<file path="config.mk">
export PLATFORM = sky130hd
export DESIGN_NAME = uart_rx_param
export DESIGN_NICKNAME = d
export VERILOG_FILES = /design/src/rtl/uart_rx_param.sv
export SDC_FILE = /design/constraint.sdc
export NUM_CORES = 1
export LEC_CHECK = 0
export ABC_AREA = 0
export BUFFER_PORTS_ARGS = -buffer_cell sky130_fd_sc_hd__clkbuf_2
export CAP_MARGIN = 25
export CORE_MARGIN = 2
export CORE_UTILIZATION = 53
export CTS_CLUSTER_SIZE = 10
export DETAILED_ROUTE_END_ITERATION = 10
export GPL_ROUTABILITY_DRIVEN = 0
export PLACE_DENSITY = 0.74
export SLEW_MARGIN = 20
export SYNTH_ARGS = -nofsm -noshare
export SYNTH_HDL_FRONTEND = slang
export SYNTH_SLANG_ARGS = --single-unit
</file>
<file path="constraint.sdc">
create_clock -name clk -period 2.05 [get_ports clk]
set_input_delay 0.41 -clock clk [delete_from_list [all_inputs] [get_ports clk]]
set_output_delay 0.41 -clock clk [all_outputs]
set_load 0.02 [all_outputs]
</file>
<file path="src/rtl/uart_rx_param.sv">
// Parameterised UART receiver: 2-flop sync, 3-sample majority vote,
// optional parity, 1-2 stop bits, valid/ready output with overrun flag.
module uart_rx_param #(
    parameter int BAUD_CNT_MAX = 5208,
    parameter int DATA_BITS    = 8,
    parameter int PARITY       = 0,
    parameter int STOP_BITS    = 1
) (
    input  logic                 clk,
    input  logic                 reset_n,
    input  logic                 rx,
    output logic [DATA_BITS-1:0] data,
    output logic                 valid,
    input  logic                 ready,
    output logic                 parity_err,
    output logic                 frame_err,
    output logic                 break_det,
    output logic                 overrun
);

    localparam int CW = $clog2(BAUD_CNT_MAX);
    localparam int H  = BAUD_CNT_MAX / 2;

    localparam logic [CW-1:0] CNT_LAST = CW'(BAUD_CNT_MAX - 1);
    localparam logic [CW-1:0] CNT_S0   = CW'(H - 1);
    localparam logic [CW-1:0] CNT_S1   = CW'(H);
    localparam logic [CW-1:0] CNT_VOTE = CW'(H + 1);

    localparam logic [2:0] DATA_LAST = 3'(DATA_BITS - 1);
    localparam logic [2:0] STOP_LAST = 3'(STOP_BITS - 1);
    localparam logic       ODD       = (PARITY == 2);

    typedef enum logic [2:0] {
        ST_IDLE,
        ST_START,
        ST_DATA,
        ST_PARITY,
        ST_STOP,
        ST_WAIT_IDLE
    } state_t;

    state_t state_q;
    state_t state_d;

    logic           rx_meta;
    logic           rx_sync;
    logic           rx_prev;
    logic [1:0]     fill;
    logic           fall;

    logic [CW-1:0]  cnt;
    logic [2:0]     bit_cnt;
    logic           s0;
    logic           s1;
    logic           vote;
    logic           vote_pt;
    logic           baud_wrap;
    logic           done;

    logic [DATA_BITS-1:0] sh;
    logic           all_zero;
    logic           perr_acc;
    logic           ferr_acc;
    logic           brk_acc;
    logic           ferr_c;
    logic           brk_c;

    // Resynchronise rx; fill gates edges until the chain holds real samples
    always_ff @(posedge clk) begin
        if (!reset_n) begin
            rx_meta <= 1'b1;
            rx_sync <= 1'b1;
            rx_prev <= 1'b1;
            fill    <= 2'd0;
        end else begin
            rx_meta <= rx;
            rx_sync <= rx_meta;
            rx_prev <= rx_sync;
            if (fill != 2'd3) begin
                fill <= fill + 2'd1;
            end
        end
    end

    assign fall      = (fill == 2'd3) & rx_prev & ~rx_sync;
    assign baud_wrap = (cnt == CNT_LAST);
    assign vote_pt   = (cnt == CNT_VOTE);
    assign vote      = (s0 & s1) | (s0 & rx_sync) | (s1 & rx_sync);

    assign ferr_c = ferr_acc | ~vote;
    assign brk_c  = (bit_cnt == 3'd0) ? (all_zero & ~vote) : brk_acc;

    // FSM state register
    always_ff @(posedge clk) begin
        if (!reset_n) begin
            state_q <= ST_IDLE;
        end else begin
            state_q <= state_d;
        end
    end

    // FSM next-state and frame-completion strobe
    always_comb begin
        state_d = state_q;
        done    = 1'b0;
        unique case (state_q)
            ST_IDLE: begin
                if (fall) begin
                    state_d = ST_START;
                end
            end
            ST_START: begin
                if (vote_pt && vote) begin
                    state_d = ST_IDLE;
                end else if (baud_wrap) begin
                    state_d = ST_DATA;
                end
            end
            ST_DATA: begin
                if (baud_wrap && bit_cnt == DATA_LAST) begin
                    state_d = (PARITY != 0) ? ST_PARITY : ST_STOP;
                end
            end
            ST_PARITY: begin
                if (baud_wrap) begin
                    state_d = ST_STOP;
                end
            end
            ST_STOP: begin
                if (vote_pt && bit_cnt == STOP_LAST) begin
                    done    = 1'b1;
                    state_d = vote ? ST_IDLE : ST_WAIT_IDLE;
                end
            end
            ST_WAIT_IDLE: begin
                if (rx_sync) begin
                    state_d = ST_IDLE;
                end
            end
            default: begin
                state_d = ST_IDLE;
            end
        endcase
    end

    // Baud/bit counters, sampling and per-frame accumulation
    always_ff @(posedge clk) begin
        if (!reset_n) begin
            cnt      <= '0;
            bit_cnt  <= '0;
            s0       <= 1'b0;
            s1       <= 1'b0;
            sh       <= '0;
            all_zero <= 1'b0;
            perr_acc <= 1'b0;
            ferr_acc <= 1'b0;
            brk_acc  <= 1'b0;
        end else begin
            if (state_q == ST_IDLE || state_q == ST_WAIT_IDLE) begin
                cnt <= '0;
            end else if (baud_wrap) begin
                cnt <= '0;
            end else begin
                cnt <= cnt + 1'b1;
            end

            if (cnt == CNT_S0) begin
                s0 <= rx_sync;
            end
            if (cnt == CNT_S1) begin
                s1 <= rx_sync;
            end

            if (state_q != state_d) begin
                bit_cnt <= '0;
            end else if (baud_wrap &&
                         (state_q == ST_DATA || state_q == ST_STOP)) begin
                bit_cnt <= bit_cnt + 3'd1;
            end

            if (state_q == ST_IDLE && fall) begin
                all_zero <= 1'b1;
                perr_acc <= 1'b0;
                ferr_acc <= 1'b0;
                brk_acc  <= 1'b0;
            end

            if (state_q == ST_DATA && vote_pt) begin
                sh <= {vote, sh[DATA_BITS-1:1]};
                if (vote) begin
                    all_zero <= 1'b0;
                end
            end

            if (state_q == ST_PARITY && vote_pt) begin
                perr_acc <= ((^sh) ^ vote) != ODD;
                if (vote) begin
                    all_zero <= 1'b0;
                end
            end

            if (state_q == ST_STOP && vote_pt) begin
                if (!vote) begin
                    ferr_acc <= 1'b1;
                end
                if (bit_cnt == 3'd0) begin
                    brk_acc <= all_zero & ~vote;
                end
            end
        end
    end

    // Output holding register with valid/ready handshake and overrun pulse
    always_ff @(posedge clk) begin
        if (!reset_n) begin
            data       <= '0;
            valid      <= 1'b0;
            parity_err <= 1'b0;
            frame_err  <= 1'b0;
            break_det  <= 1'b0;
            overrun    <= 1'b0;
        end else begin
            overrun <= 1'b0;
            if (done) begin
                if (!valid || ready) begin
                    data       <= sh;
                    parity_err <= perr_acc;
                    frame_err  <= ferr_c;
                    break_det  <= brk_c;
                    valid      <= 1'b1;
                end else begin
                    overrun <= 1'b1;
                end
            end else if (valid && ready) begin
                valid <= 1'b0;
            end
        end
    end

endmodule

</file>
==> flow_summary.yaml <==
outcome:
  status: "completed"
timing:
  finalCriticalPeriod_ns: 1.98
  period_share_pct: 96.5
  finalSetupTns_ns: 0
  clock_skew_ns: 0.0110
  hold_viol: 0
  setup_viol: 0
  rsz0062_at_grt: "false"
  max-slew-margin-rel_pct: 74.4
  timing_worst_slew_pin_value_ns: 0.375
  report.final.slew_viol_count: 0
  max_freq_mhz: 506
detailed_routing:
  drt-initial-drc-count: 80
  drt_wl_total_um: 4520
  vias: 1951
  drc: 0
  ant_nets: 0
  post_drt_wl_per_cell_um: 12.5
  drt_pass1_iterations: 4
  viasPerCell: 5.39
critical_path:
  cp_data_required_time_ns: 2.26
  critPathKind: "register to register"
  timing.rr.start: "bit_cnt[0]$_SDFFE_PP0P_"
  critPathCaptureType: "register"
  r2r_end: "break_det$_SDFFE_PN0P_"
  crit_path_start_kind: "register"
  reg2reg_depth: 7
  rrSetupSlack_ns: 0.07
  cp_max_fo: 10
  arrival_ns: 2.19
floorplanning:
  initial_utilization_pct: 55.3
  fp.dieH_um: 71.4
  ioPinCount: 17
  num_rows: 24
  die-area_um2: 5090
  core_region_area_um2: 4350
  die_w_um: 71.4
synth:
  syn_area_per_cell_um2: 8.59
  synth-seq-cells: 51
  ys_warn_count: 0
  syn_nets: 291
  ys_seq_area_share_pct: 42.4
  synth_cell_types: 46
  syn-instance-count: 280
  synth_edf_count: 0
  async_flop_share_pct: 0
  yosys.area.top_type: "dfxtp_1"
  synthFlopType: "dfxtp_1"
  synth_area_leaders: "dfxtp_1, xnor2_1, mux2i_1, nand2_1, nor2_1"
  syn_area_um2: 2410
  synth.top_cell.area_share_pct: 42.4
clock_tree:
  cts_tree: "done"
  clkSlewWorstSetupHoldPaths_ns: 0.10
  cts-root-buf: "clkbuf_8"
  htreeDepth: 2
  cts_hold_buf: 0
  clock_sinks: 51
  clock_path_buffers: 2
  cts_made_buffers: 5
  clkLatencyLatePin_ns: 0.31
  cts_setup_buffers: 0
layout:
  antenna_cells: 0
  final_common_cell: "dfxtp_1"
  fill_cells: 370
  drive_gt1_share_pct: 17.1
  final_cell_mix: "dfxtp_1, nand2_1, nor2_1, buf_4, xnor2_1"
  synthToLayoutAreaGrowth_pct: 16.0
  nets: 320
  finalNonFillerCells: 362
min_path:
  hold_class: "input port to register"
  holdCritStartpoint: "rx"
  hold_depth: 2
  min_to: "rx_meta$_SDFF_PN1_"
place:
  io_buffers: 16
  post-dp-hpwl_um: 3300
  dp_cells: 353
flow_run:
  maxCapViolCount: 0
global_routing:
  grt_max_degree: 22
  antenna_found_initial: 0
  grt-ovfl-total: 0
  grt_pass1_vias: 1772
  track_usage_pct: 19.1
  grt_first_pass_wirelength_um: 7850
power:
  power_density_nw_per_um2: 639
  peakVddDrop_mv: 0.409
  p_leak_nw: 1.06
## per-layer routing
layer	track usage, %	part of all wire [%]
met1	25.0	47
met3	3.94	5.0
met2	30.8	47
met4	7.76	1.2
met5	0	0
## layout make-up
type                    instances  area (µm²)  share of cell area [%]
repair buffers                 37         241                    8.65
inverters                      12        45.0                    1.61
clock inverters                 3        47.5                    1.70
clock buffers                   5        68.8                    2.47
multi-input cells             202        1300                    46.6
flip-flops and latches         51        1020                    36.6
well taps                      52        65.1                    2.33
## worst max-delay path by stage
stage                     slack (ns)  cells after the start                       to                     from
after floorplan               0.0007                      8   break_det$_SDFFE_PN0P_    state_q[2]$_SDFF_PN0_
after global placement          0.03                      7   break_det$_SDFFE_PN0P_  bit_cnt[0]$_SDFFE_PP0P_
after detailed placement     0.00009                      7   break_det$_SDFFE_PN0P_  bit_cnt[0]$_SDFFE_PP0P_
after CTS                       0.04                      8   break_det$_SDFFE_PN0P_  bit_cnt[0]$_SDFFE_PP0P_
after global routing           0.006                      8  bit_cnt[2]$_SDFFE_PP0P_        cnt[1]$_SDFF_PP0_
final                           0.07                      7   break_det$_SDFFE_PN0P_  bit_cnt[0]$_SDFFE_PP0P_
## power breakdown
group,total [mW],internal (mW),switching (mW)
clock network,0.714,0.370,0.344
logic,0.0587,0.0287,0.0300
registers,1.01,1.00,0.00714
total,1.78,1.40,0.381
## sequential cells by signal, summed over array words and instances (netlist names)
| signal | flops |
|---|---|
| all_zero | 1 |
| bit_cnt | 3 |
| break_det | 1 |
| brk_acc | 1 |
| cnt | 13 |
| data | 8 |
| ferr_acc | 1 |
| fill | 2 |
| frame_err | 1 |
| overrun | 1 |
| parity_err | 1 |
| perr_acc | 1 |
| rx_meta | 1 |
| rx_prev | 1 |
| rx_sync | 1 |
| s0 | 1 |
| s1 | 1 |
| sh | 8 |
| state_q | 3 |
| valid | 1 |
## kinds of logic (layout without fill, tap and decap cells)
| logic type | count (synthesis) | in the layout | synth area share, % |
|---|---|---|---|
| AO/OA/AOI/OAI | 34 | 34 | 9.05 |
| XOR/XNOR | 22 | 22 | 8.01 |
| adder cells (fa/ha/maj) | 8 | 8 | 4.06 |
| buffers and inverters | 27 | 57 | 4.94 |
| flip-flops | 51 | 51 | 42.4 |
| multiplexers | 12 | 12 | 4.99 |
| AND/OR/NAND/NOR | 126 | 126 | 26.5 |
## per-stage QoR
stage | util, % | setup WS, ns | hold slack (ns) | area (µm²) | power, mW
2_1_floorplan | - | 0.000707 | 0.386 | 2410 | 1.07
3_3_place_gp | 60.5 | 0.0334 | 0.393 | 2640 | 1.09
3_5_place_dp | 60.5 | 0.0000875 | 0.399 | 2640 | 1.09
4_1_cts | 63.3 | 0.0428 | 0.279 | 2760 | 1.80
5_1_grt | 64.1 | 0.00619 | 0.299 | 2790 | 1.85
6_report | 64.1 | 0.0719 | 0.283 | 2790 | 1.78
## worst max-delay path, cell delays in order, from the launching register on
cell	delay, ns
dfxtp_1	0.33
inv_1	0.09
ha_1	0.16
or2b_2	0.31
or3_4	0.35
or3_4	0.44
a21oi_1	0.16
nor2_1	0.05
## synth_stat cells, drive strengths merged, types with 2 or more instances
library cell / count
a31oi: 2
or3: 3
xnor2: 17
nand2b: 4
nor3: 11
o21ai: 4
a21oi: 15
a2111oi: 2
nand4: 6
nor4: 2
nand3: 8
clkbuf: 11
nor2b: 12
nand3b: 3
mux2i: 12
nor2: 30
or4: 2
xor2: 5
and3: 4
dfxtp: 51
nand2: 31
ha: 7
nor4bb: 2
inv: 11
buf: 4
and2: 3
## timing repair
item                                    4_1_cts  5_1_grt
resized for setup                             1        5
cloned                                        0        1
pin swaps                                     0        1
endpoints found under the setup margin        1       19
Note: power is estimated with default switching activity, not from simulation.
